File: src/rtl/pipe_stage_reg.sv
// -----------------------------------------------------------------------------
// pipe_stage_reg
// Inter-stage pipeline register with a valid/ready handshake, synchronous
// flush and an optional one-entry skid buffer. It also counts downstream
// stall cycles for performance debug.
//
// Build option:
//   PIPE_STAGE_REG_SKID_EN  defined   -> main + skid entry (EMPTY/ONE/TWO),
//                                        in_ready is a flop output
//                           undefined -> single entry (EMPTY/FULL),
//                                        in_ready = !out_valid | out_ready
//
// Parameters:
//   PAYLOAD_W  payload width in bits (>=1)
//   CNT_W      stall counter width (>=2)
//
// Ports:
//   clk        clock, rising edge
//   rst_n      asynchronous active-low reset
//   flush      synchronous kill of all held entries
//   in_valid   upstream offers in_data
//   in_ready   stage can accept this cycle
//   in_data    upstream payload
//   out_valid  out_data holds a live entry (flop output)
//   out_ready  downstream consumes this cycle
//   out_data   registered payload (flop output)
//   stall_cnt  saturating count of cycles with out_valid & !out_ready
// -----------------------------------------------------------------------------
module pipe_stage_reg #(
  parameter int unsigned PAYLOAD_W = 128,
  parameter int unsigned CNT_W     = 16
) (
  input  logic                 clk,
  input  logic                 rst_n,
  input  logic                 flush,
  input  logic                 in_valid,
  output logic                 in_ready,
  input  logic [PAYLOAD_W-1:0] in_data,
  output logic                 out_valid,
  input  logic                 out_ready,
  output logic [PAYLOAD_W-1:0] out_data,
  output logic [CNT_W-1:0]     stall_cnt
);

  logic                 in_xfer;
  logic                 out_xfer;
  logic [PAYLOAD_W-1:0] main_q, main_d;
  logic                 main_vld_q, main_vld_d;
  logic [CNT_W-1:0]     stall_q, stall_d;

  assign out_valid = main_vld_q;
  assign out_data  = main_q;
  assign stall_cnt = stall_q;

  assign in_xfer  = in_valid & in_ready;
  assign out_xfer = main_vld_q & out_ready;

  // Saturating stall counter; a flush edge never counts as a stall.
  always_comb begin
    stall_d = stall_q;
    if (main_vld_q && !out_ready && !flush && (stall_q != {CNT_W{1'b1}})) begin
      stall_d = stall_q + CNT_W'(1);
    end
  end

`ifdef PIPE_STAGE_REG_SKID_EN

  typedef enum logic [1:0] {
    ST_EMPTY = 2'd0,
    ST_ONE   = 2'd1,
    ST_TWO   = 2'd2
  } state_e;

  state_e               state_q, state_d;
  logic [PAYLOAD_W-1:0] skid_q, skid_d;
  logic                 in_ready_q, in_ready_d;

  assign in_ready = in_ready_q;

  // Next-state and entry data; the skid only fills while main is stalled.
  always_comb begin
    state_d = state_q;
    main_d  = main_q;
    skid_d  = skid_q;
    case (state_q)
      ST_EMPTY: begin
        if (in_xfer) begin
          main_d  = in_data;
          state_d = ST_ONE;
        end
      end
      ST_ONE: begin
        if (in_xfer && out_xfer) begin
          main_d = in_data;
        end else if (in_xfer) begin
          skid_d  = in_data;
          state_d = ST_TWO;
        end else if (out_xfer) begin
          main_d  = '0;
          state_d = ST_EMPTY;
        end
      end
      ST_TWO: begin
        // in_ready is low here, so no input can arrive.
        if (out_xfer) begin
          main_d  = skid_q;
          skid_d  = '0;
          state_d = ST_ONE;
        end
      end
      default: begin
        state_d = ST_EMPTY;
        main_d  = '0;
        skid_d  = '0;
      end
    endcase
    if (flush) begin
      state_d = ST_EMPTY;
      main_d  = '0;
      skid_d  = '0;
    end
    main_vld_d = (state_d != ST_EMPTY);
    in_ready_d = (state_d != ST_TWO);
  end

  // Skid-only state.
  always_ff @(posedge clk or negedge rst_n) begin
    if (!rst_n) begin
      state_q    <= ST_EMPTY;
      skid_q     <= '0;
      in_ready_q <= 1'b1;
    end else begin
      state_q    <= state_d;
      skid_q     <= skid_d;
      in_ready_q <= in_ready_d;
    end
  end

`else

  typedef enum logic {
    ST_EMPTY = 1'b0,
    ST_FULL  = 1'b1
  } state_e;

  state_e state_q, state_d;

  // Combinational from out_ready: a consumed entry frees the slot this cycle.
  assign in_ready = !main_vld_q | out_ready;

  always_comb begin
    state_d = state_q;
    main_d  = main_q;
    case (state_q)
      ST_EMPTY: begin
        if (in_xfer) begin
          main_d  = in_data;
          state_d = ST_FULL;
        end
      end
      ST_FULL: begin
        if (out_xfer && in_xfer) begin
          main_d = in_data;
        end else if (out_xfer) begin
          main_d  = '0;
          state_d = ST_EMPTY;
        end
      end
      default: begin
        state_d = ST_EMPTY;
        main_d  = '0;
      end
    endcase
    if (flush) begin
      state_d = ST_EMPTY;
      main_d  = '0;
    end
    main_vld_d = (state_d == ST_FULL);
  end

  always_ff @(posedge clk or negedge rst_n) begin
    if (!rst_n) begin
      state_q <= ST_EMPTY;
    end else begin
      state_q <= state_d;
    end
  end

`endif

  // Main entry and stall counter.
  always_ff @(posedge clk or negedge rst_n) begin
    if (!rst_n) begin
      main_q     <= '0;
      main_vld_q <= 1'b0;
      stall_q    <= '0;
    end else begin
      main_q     <= main_d;
      main_vld_q <= main_vld_d;
      stall_q    <= stall_d;
    end
  end

endmodule

File: config.mk
export PLATFORM = sky130hd
export DESIGN_NAME = pipe_stage_reg
export DESIGN_NICKNAME = d
export VERILOG_FILES = /design/src/rtl/pipe_stage_reg.sv
export SDC_FILE = /design/constraint.sdc
export NUM_CORES = 1
export LEC_CHECK = 0
export ABC_AREA = 1
export CAP_MARGIN = 20
export CORE_AREA = 3 3 166 128
export CTS_CLUSTER_DIAMETER = 100
export CTS_CLUSTER_SIZE = 10
export DETAILED_ROUTE_END_ITERATION = 6
export DIE_AREA = 0 0 169 131
export PLACE_DENSITY = 0.61
export SYNTH_ARGS = -nofsm -noshare
export SYNTH_HDL_FRONTEND = slang
export SYNTH_SLANG_ARGS = --single-unit
File: constraint.sdc
create_clock -name clk -period 4.55 [get_ports clk]
set_input_delay 0.455 -clock clk [delete_from_list [all_inputs] [get_ports clk]]
set_output_delay 0.455 -clock clk [all_outputs]
set_load 0.05 [all_outputs]
### Word-level counts from Yosys, hierarchy flattened

Index checks and enable logic that the tools add are counted.

| word-level totals | value |
|---|---|
| register bits | 145 |
| latch bits | 0 |
| bits in writable memories | 0 |
| memory bits (read-only) | 0 |
| bits of input ports | 133 |
| output and inout port bits | 146 |
| memories kept | 0 |

| cells by class | value |
|---|---|
| $add $sub $neg | 1 |
| multiply operators | 0 |
| divide/modulo/power cells | 0 |
| order comparisons | 0 |
| equal/unequal tests | 3 |
| shifts and indexed selects | 0 |
| muxes and demuxes | 10 |
| bitwise logic cells | 4 |
| reductions and logical operators | 8 |

Operators with widths:

| cell | count |
|---|---|
| $mux 128 | 4 |
| $pmux 128 s2 | 1 |
| $add 16x1->16 const B | 1 |
| $ne 16x16->1 const B | 1 |
| $logic_and 1x1->1 | 4 |
| $mux 1 | 4 |
| $ne 4x3->1 const B | 1 |
| $logic_not 1->1 | 3 |
| $ne 3x3->1 const B | 1 |
| $and 1x1->1 | 2 |
| $pmux 1 s2 | 1 |
| $reduce_and 2->1 | 1 |
| $not 1->1 | 1 |
| $or 1x1->1 | 1 |

### Logic depth before layout (Yosys ltp)

Gate-level depths: netlist of the first run.

| depth | value |
|---|---|
| word-level depth | 7 |
| gate-level depth with buffers | 9 |
| mapped depth without buffers | 9 |

### Worst setup path after synthesis of the first run

Ideal clock, no wire load.

| timing | value |
|---|---|
| path kind | reg2reg |
| start | register main_vld_q, in the netlist out_valid |
| end | register stall_q[3], in the netlist stall_cnt[3] |
| library setup time | 0.119 ns |
| arrival | 1.834 ns |
| required time | 4.431 ns |
| slack | 2.597 ns |
| cell stages (with the launch flop) | 7 |
| buffers on the path | 1 |
| cell sequence | dfrtp_1 > nand2_1 > nor2_4 > o21ai_4 > buf_2 > nand3_1 > nand2_1 |

| on the way | value |
|---|---|
| word-level cells in the longest chain between the ends | 3 |

Ends and longest elaborated chain:

| element | line | source |
|---|---|---|
| start: declaration | 48 | `logic main_vld_q, main_vld_d;` |
| start signal: assignment | 199 | `main_vld_q <= main_vld_d;` |
| $logic_and 1x1->1 (3 in series) | 61 | `if (main_vld_q && !out_ready && !flush && (stall_q != {CNT_W{1'b1}})) begin` |
| end signal: assignment | 200 | `stall_q <= stall_d;` |
| end: declaration | 49 | `logic [CNT_W-1:0] stall_q, stall_d;` |

No other way between the ends.
A chain may end at the register's enable or synchronous reset.

### Worst setup path after layout of the first run

| timing | value |
|---|---|
| start | input out_ready |
| end | output in_ready |

| on the way | value |
|---|---|
| word-level cells in the longest chain between the ends | 1 |

Ends and longest elaborated chain:

| element | line | source |
|---|---|---|
| start: declaration | 40 | `input logic out_ready,` |
| $or 1x1->1 | 149 | `assign in_ready = !main_vld_q \| out_ready;` |
| end: declaration | 37 | `output logic in_ready,` |

No other way between the ends.

==> flow_summary.json, run 1 <==
{
  "hold_class": "in -> async",
  "nets": 1105,
  "finalCritPeriodShare_pct": 55.5,
  "core_area_um2": 19900,
  "area_growth_pct": 57.6,
  "finalSetupTns_ns": 0,
  "place_congestion": 0.772,
  "slew_headroom_pct": 49.9,
  "cp.arrival_ns": 2.07,
  "dr.pass1.iters": 5,
  "drc_errors": 0,
  "setup_viol": 0,
  "ys_ff_latch": 145,
  "hold_violations": 0,
  "pwr-share-seq_pct": 38.7,
  "initial_utilization_pct": 31.5,
  "cp_max_fo": 5,
  "avgRoutedWirePerCell_um": 15.8,
  "drt_iter0_markers": 364,
  "die_area_um2": 22100,
  "synth_cell_type_count": 24,
  "synth.avg_cell_area_um2": 8.82,
  "grt_usage_pct": 17.3,
  "start_kind": "input pin",
  "final_util_pct": 49.7,
  "report.final.slew_viol_count": 0,
  "rows": 45,
  "ir_worst_vdd_mv": 0.260,
  "vias": 5650,
  "cts_sinks": 145,
  "ys_warn_count": 0,
  "clkTransAtPathRegs_ns": 0.06,
  "clock_skew_ns": 0.0115,
  "path_class": "in -> out",
  "h-tree-depth": 4,
  "antenna_found_initial": 0,
  "fin_crit_ns": 2.53,
  "p_leak_nw": 4.57,
  "switchingPower_mw": 1.12,
  "maxCapViolCount": 0,
  "cts_buffers": 17,
  "diodes": 0,
  "power_density_nw_per_um2": 374,
  "io_buffers": 278,
  "drive_above_1_share_pct": 5.49,
  "required_ns": 4.09,
  "post_cts_buffers": 0,
  "p_comb_share_pct": 21.5,
  "p_int_mw": 2.58,
  "die_w_um": 169,
  "grt_first_pass_wirelength_um": 30300,
  "end_kind": "primary output",
  "insertion_delay_ns": 0.42,
  "cts_tree": "yes",
  "syn_area_um2": 6270,
  "grt_overflow": 0,
  "syn_inst": 711,
  "viasPerCell": 4.55,
  "fmax_mhz": 396,
  "status": "complete, no violations",
  "fp.dieH_um": 131,
  "cts_resized": 0,
  "clock-root-buffer": "clkbuf_16",
  "clockBufferDepth": 2,
  "rsz0062_at_grt": "no",
  "syn_nets": 845,
  "dpl.hpwl_um": 13100,
  "first_global_vias": 5430,
  "worst_pin_slew_ns": 0.749,
  "sw_frac_of_total_pct": 30.3,
  "grt_max_degree": 81,
  "boundaryPins": 279,
  "finalPower_mw": 3.70,
  "clkPwrFrac_pct": 39.7,
  "ys_seq_area_share_pct": 57.9,
  "cts_hold_buf": 0,
  "ant_nets": 0,
  "routed_wl_um": 19600
}
layer usage:
| metal | GRT usage [%] | vias up | share of wire, % |
|---|---|---|---|
| met1 | 24.1 | 2646 | 46 |
| met4 | 5.34 | 0 | 1.1 |
| met5 | 0 | - | 0 |
| met3 | 5.47 | 14 | 7.6 |
| met2 | 26.1 | 199 | 45 |
| li1 | - | 2791 | - |
power groups by stage:
stage	clock network (mW)	registers (mW)	logic [mW]
finish	1.47	1.43	0.795
global route	1.57	1.44	0.848
CTS	1.51	1.43	0.805
detailed placement	0	1.45	0.803
global placement	0	1.45	0.801
floorplan	0	1.73	0.156
flip-flops by register name, indices dropped and copies added (netlist names):
name       flops
out_valid      1
out_data     128
stall_cnt     16
layout by cell type, fill, tap and decap left out, types with 2 or more instances in the layout:
cell type        instances
clkdlybuf4s50_1        277
nand3_1                149
dfrtp_1                145
inv_1                  138
o21ai_0                130
nand2_1                 59
clkbuf_16               17
nor2_1                  15
buf_4                    7
nand4_1                  5
nand2_2                  4
xnor2_1                  4
bufinv_16                4
clkinv_4                 4
o21ai_4                  3
xor2_1                   3
clkinv_2                 3
inv_4                    2
nor2_4                   2
final timing paths:
| kind | start | endpoint | slack [ns] | depth (start not counted) |
|---|---|---|---|---|
| setup / recovery | out_ready | in_ready | 2.02 | 4 |
| hold / removal | rst_n | out_data[62]$_DFFE_PN0P_ | 0.09 | 1 |
| setup reg to reg | out_valid$_DFF_PN0_ | out_data[18]$_DFFE_PN0P_ | 2.34 | 4 |
| hold reg to reg | out_data[24]$_DFFE_PN0P_ | out_data[24]$_DFFE_PN0P_ | 0.51 | 2 |
| max in group asynchronous | rst_n | out_data[36]$_DFFE_PN0P_ | 3.45 | 2 |
| min in group clk | out_data[24]$_DFFE_PN0P_ | out_data[24]$_DFFE_PN0P_ | 0.51 | 2 |
synth_stat cells:
cell | count | area (um^2)
buf_2 | 18 | 90.1
nor2_4 | 2 | 22.5
ha_1 | 1 | 12.5
nand2_4 | 1 | 11.3
inv_1 | 139 | 522
buf_6 | 2 | 22.5
clkinv_1 | 1 | 3.75
nand2_2 | 4 | 25.0
nand2_1 | 59 | 221
inv_4 | 1 | 6.26
nor2_1 | 15 | 56.3
nand3_1 | 150 | 751
o21ai_0 | 131 | 656
clkbuf_2 | 1 | 5.00
xor2_1 | 3 | 26.3
buf_1 | 10 | 37.5
clkbuf_1 | 14 | 52.6
o21ai_4 | 2 | 32.5
nor2_2 | 1 | 6.26
nand3_2 | 1 | 10.0
o21ai_1 | 1 | 5.00
dfrtp_1 | 145 | 3630
nand4_1 | 5 | 31.3
xnor2_1 | 4 | 35.0
critical path: stages:
cell             delay, ns
clkdlybuf4s50_1       0.46
inv_1                 0.04
nand2_1               0.25
clkdlybuf4s50_1       0.87
cells by family (layout without fill, tap and decap cells):
family / count (synthesis) / count (layout) / synth area share (%)
fa+ha+maj: 1 / 1 / 0.200
flops: 145 / 145 / 57.9
xor+xnor: 7 / 7 / 0.978
compound gates: 134 / 134 / 11.1
simple gates: 238 / 238 / 18.1
buf+inv: 186 / 458 / 11.8
layout make-up:
type                            instances  area (um^2)
Inverter                              141          534
Fill cell                            1903         9990
Clock buffer                           18          429
Clock inverter                         13          186
Tap cell                              258          323
Multi-Input combinational cell        380         1930
Timing Repair Buffer                  286         2860
Sequential cell                       145         3630
through the flow:
stage | hold WS, ns | setup WS, ns | cells | cell area [um^2]
2_1_floorplan | 0.159 | 2.60 | 711 | 6270
3_3_place_gp | 0.493 | 1.81 | 1210 | 9270
3_5_place_dp | 0.499 | 1.77 | 1210 | 9270
4_1_cts | 0.114 | 2.02 | 1241 | 9880
5_1_grt | 0.113 | 1.96 | 1241 | 9880
6_report | 0.0879 | 2.02 | 1241 | 9880
Power figures use the tool's default switching activity.
==> run 2: changes to the inputs <==
Clock period 4.55 ns to 2.4 ns, I/O delays scaled along.
==> flow_summary.json, run 2 (synthesized netlist as in run 1, its figures left out) <==
{
  "insertion_delay_ns": 0.41,
  "viasPerCell": 4.54,
  "critical_path.slowest_cell": "clkdlybuf4s50_1",
  "fin_crit_ns": 1.99,
  "finalCritPeriodShare_pct": 82.7,
  "clock-root-buffer": "clkbuf_16",
  "dpl.hpwl_um": 13200,
  "avgRoutedWirePerCell_um": 15.7,
  "ant_nets": 0,
  "cp.arrival_ns": 1.75,
  "worst_pin_slew_ns": 0.729,
  "vias": 5665,
  "required_ns": 2.16,
  "critPathTopFamily": "buffers and inverters",
  "layout_setup_ws_ns": 0.415,
  "first_global_vias": 5439,
  "nets": 1110,
  "cp_max_fo": 7,
  "die_w_um": 169,
  "hold_violations": 0,
  "diodes": 0,
  "crit_chain": "clkdlybuf4s50_1",
  "initial_utilization_pct": 31.5,
  "p_leak_nw": 4.61,
  "clkTransAtPathRegs_ns": 0.07,
  "status": "complete, no violations",
  "grt_overflow": 0,
  "largest_reg_flops": 128,
  "cts_tree": "yes",
  "hold_class": "in -> async",
  "cpPeakStageDelay_ns": 0.85,
  "drt_iter0_markers": 511,
  "setup_viol": 0,
  "path_class": "reg -> out",
  "core_area_um2": 19900,
  "post_cts_buffers": 0,
  "fp.dieH_um": 131,
  "final_cell_mix": "276 x clkdlybuf4s50_1, 149 x nand3_1, 145 x dfrtp_1",
  "grt_max_degree": 130,
  "dr.pass1.iters": 4,
  "slew_headroom_pct": 51.4,
  "power_density_nw_per_um2": 705,
  "die_area_um2": 22100,
  "area_growth_pct": 59.3,
  "rsz0062_at_grt": "no",
  "multiInputGateArea_um2": 1930,
  "ir_worst_vdd_mv": 0.667,
  "grt_first_pass_wirelength_um": 30200,
  "drive_above_1_share_pct": 6.07,
  "cts_sinks": 145,
  "h-tree-depth": 4,
  "dp_slack_ns": 0.385,
  "io_buffers": 278,
  "mostFrequentLayoutCell": "clkdlybuf4s50_1",
  "seq_area_um2": 3630,
  "boundaryPins": 279,
  "start_kind": "flop",
  "maxCapViolCount": 0,
  "finalSetupTns_ns": 0,
  "end_kind": "primary output",
  "rows": 45,
  "report.final.slew_viol_count": 0,
  "routed_wl_um": 19600,
  "drc_errors": 0,
  "fmax_mhz": 504,
  "cts_buffers": 17,
  "antenna_found_initial": 0,
  "grt_usage_pct": 17.2,
  "crit_buf_inv": 1,
  "place_congestion": 0.751,
  "clockBufferDepth": 2,
  "finalPower_mw": 7.04,
  "clock_skew_ns": 0.00877,
  "fill_cells": 1909
}
-- run 2: changes by cell type in the layout (fill, tap and decap cells not counted) --
cell	before	now
clkinv_4	4	0
inv_6	1	3
dlygate4sd3_1	0	1
clkinv_2	3	0
clkbuf_8	0	1
clkdlybuf4s50_1	277	276
bufinv_16	4	3
clkinvlp_4	1	5
inv_8	0	2
buf_12	1	6
-- run 2: metrics by stage --
stage	hold WS (ns)	cell area [um^2]	instances	util [%]
4_1_cts	0.350	9990	1247	50.2
6_report	0.347	9990	1247	50.2
5_1_grt	0.363	9990	1247	50.2
3_5_place_dp	0.238	9360	1214	47.1
2_1_floorplan	-0.0556	6270	711	-
3_3_place_gp	0.236	9360	1214	47.1
-- run 2: power breakdown --
| group | leakage (nW) | switching [mW] | internal, mW |
|---|---|---|---|
| Clock | 0.287 | 1.11 | 1.69 |
| Combinational | 2.37 | 0.965 | 0.565 |
| Sequential | 1.95 | 0.120 | 2.60 |
| Total | 4.61 | 2.19 | 4.85 |
-- run 2: worst paths after layout --
path	start	end	slack (ns)	cells after the start
worst max-delay path	stall_cnt[2]$_DFFE_PN0P_	stall_cnt[2]	0.41	1
min in group clk	in_data[118]	out_data[118]$_DFFE_PN0P_	0.37	3
worst min-delay path	rst_n	out_data[62]$_DFFE_PN0P_	0.35	2
worst max register to register	stall_cnt[0]$_DFFE_PN0P_	stall_cnt[0]$_DFFE_PN0P_	0.56	8
max in group asynchronous	rst_n	stall_cnt[14]$_DFFE_PN0P_	1.40	3
worst min register to register	out_data[89]$_DFFE_PN0P_	out_data[89]$_DFFE_PN0P_	0.51	2
-- run 2: cell type report --
| cell class | count | share of cell area (%) |
|---|---|---|
| well taps | 258 | 3.23 |
| flip-flops and latches | 145 | 36.3 |
| clock inverters | 13 | 1.77 |
| multi-input cells | 380 | 19.3 |
| repair buffers | 291 | 29.6 |
| clock buffers | 19 | 4.43 |
| inverters | 141 | 5.35 |
-- run 2: metal layers --
layer	part of all wire, %	track usage (%)	wire (um)	vias up
met1	46	24.1	9090	2660
met2	44	25.8	8610	190
met3	8.2	5.50	1600	19
met5	0	0	0	-
met4	1.3	4.63	258	0
li1	-	-	-	2796
-- run 2: what timing repair did --
action	in CTS	in global routing
hold endpoints to repair	48	0
hold buffers	1	0
gates resized for setup	0	0
==> run 3: changes to the inputs <==
Clock period 2.4 ns to 1.9 ns, I/O delays scaled along.
==> flow_summary.json, run 3 (synthesized netlist as in run 1, its figures left out) <==
{
  "status": "complete, no violations",
  "fp.dieH_um": 131,
  "ant_nets": 0,
  "clockBufferDepth": 2,
  "worst_pin_slew_ns": 0.582,
  "io_buffers": 278,
  "end_kind": "primary output",
  "crit_chain": "clkdlybuf4s50_1",
  "finalPower_mw": 8.63,
  "maxUsedRoutingLayer": "met4",
  "grt_overflow": 0,
  "fin_crit_ns": 1.84,
  "holdWs_ns": 0.234,
  "h-tree-depth": 4,
  "place_congestion": 0.784,
  "viasPerCell": 4.62,
  "finalCritPeriodShare_pct": 96.6,
  "hold_class": "in -> async",
  "power_density_nw_per_um2": 860,
  "hold_violations": 0,
  "critPathTopFamily": "buffers and inverters",
  "clkTransAtPathRegs_ns": 0.06,
  "crit_buf_inv": 1,
  "wl_met2_um": 9090,
  "report.final.slew_viol_count": 0,
  "ir_worst_vdd_mv": 0.668,
  "required_ns": 1.71,
  "cts_sinks": 145,
  "wl_met3_um": 1740,
  "drc_errors": 0,
  "initial_utilization_pct": 31.5,
  "grt_first_pass_wirelength_um": 30600,
  "clock_skew_ns": 0.0101,
  "final_area_um2": 10000,
  "cts_buffers": 17,
  "setup_viol": 0,
  "diodes": 0,
  "start_kind": "flop",
  "dr.pass1.iters": 4,
  "cpPeakStageDelay_ns": 0.83,
  "area_growth_pct": 60.1,
  "fmax_mhz": 545,
  "fill_cells": 1902,
  "maxCapViolCount": 0,
  "postPlaceCellArea_um2": 9460,
  "layout_setup_ws_ns": 0.0637,
  "die_w_um": 169,
  "post_cts_buffers": 0,
  "critical_path.slowest_cell": "clkdlybuf4s50_1",
  "path_class": "reg -> out",
  "drive_above_1_share_pct": 6.64,
  "nets": 1115,
  "first_global_vias": 5574,
  "vias": 5781,
  "largest_reg_flops": 128,
  "insertion_delay_ns": 0.42,
  "boundaryPins": 279,
  "cts_tree": "yes",
  "avgRoutedWirePerCell_um": 15.6,
  "cp_max_fo": 5,
  "finalSetupTns_ns": 0,
  "dpl.hpwl_um": 13600,
  "drt_iter0_markers": 367,
  "rsz0062_at_grt": "no",
  "mostFrequentLayoutCell": "clkdlybuf4s50_1",
  "core_area_um2": 19900,
  "clock-root-buffer": "clkbuf_16",
  "dp_slack_ns": 0.155,
  "p_leak_nw": 4.76,
  "rows": 45,
  "final_cell_mix": "260 x clkdlybuf4s50_1, 149 x nand3_1, 145 x dfrtp_1",
  "grt_usage_pct": 17.3,
  "grt_max_degree": 52,
  "met1_length_um": 8430,
  "die_area_um2": 22100,
  "routed_wl_um": 19600,
  "cp.arrival_ns": 1.65,
  "slew_headroom_pct": 61.1,
  "antenna_found_initial": 0
}
run 3: cell count changes in the layout (fill, tap and decap cells not counted):
cell             change
clkinv_4             +4
dlymetal6s2s_1       +4
clkdlybuf4s50_1     -16
clkinv_2             +2
clkinvlp_4           -3
bufinv_16            -2
nand2_2              +1
buf_12               +5
dlygate4sd2_1       +12
inv_8                -1
nand2_1              -1
run 3: area by class of cell:
cell class	count	area (um^2)	share of cell area, %
inverter	141	534	5.32
tap	258	323	3.22
clock buffer	19	443	4.41
timing repair buffer	296	3050	30.4
clock inverter	13	128	1.27
sequential	145	3630	36.2
multi-input combinational	380	1930	19.2
run 3: path summary, 6_finish.rpt:
path	cells after the start	slack, ns	from	endpoint
worst max-delay path	1	0.06	stall_cnt[15]$_DFFE_PN0P_	stall_cnt[15]
worst min-delay path	2	0.23	rst_n	out_data[41]$_DFFE_PN0P_
min in group clk	3	0.32	in_data[66]	out_data[66]$_DFFE_PN0P_
max in group asynchronous	3	1.04	rst_n	stall_cnt[10]$_DFFE_PN0P_
worst min register to register	2	0.51	out_data[10]$_DFFE_PN0P_	out_data[10]$_DFFE_PN0P_
worst max register to register	8	0.33	stall_cnt[1]$_DFFE_PN0P_	stall_cnt[15]$_DFFE_PN0P_
run 3: routing by layer:
layer	vias to the layer above	GRT usage (%)
met5	-	0
met3	23	6.11
met1	2746	22.5
met4	0	5.96
met2	201	27.2
li1	2811	-
run 3: what timing repair did:
action,CTS,global route
hold buffers,1,0
setup endpoints to repair,12,4
gates resized for setup,12,4
endpoints found under the hold margin,34,0
pin swaps,0,0
run 3: power by group:
part           leakage, nW  switching, mW  total [mW]  internal (mW)
registers             1.95          0.141        3.42           3.28
clock network        0.276           1.39        3.25           1.86
logic                 2.54           1.23        1.96          0.730
total                 4.76           2.76        8.63           5.87
run 3: per-stage QoR:
| stage | instances | utilization [%] |
|---|---|---|
| after floorplan | 711 | - |
| after CTS | 1252 | 50.4 |
| after detailed placement | 1219 | 47.6 |
| final | 1252 | 50.5 |
| after global routing | 1252 | 50.5 |
| after global placement | 1219 | 47.6 |
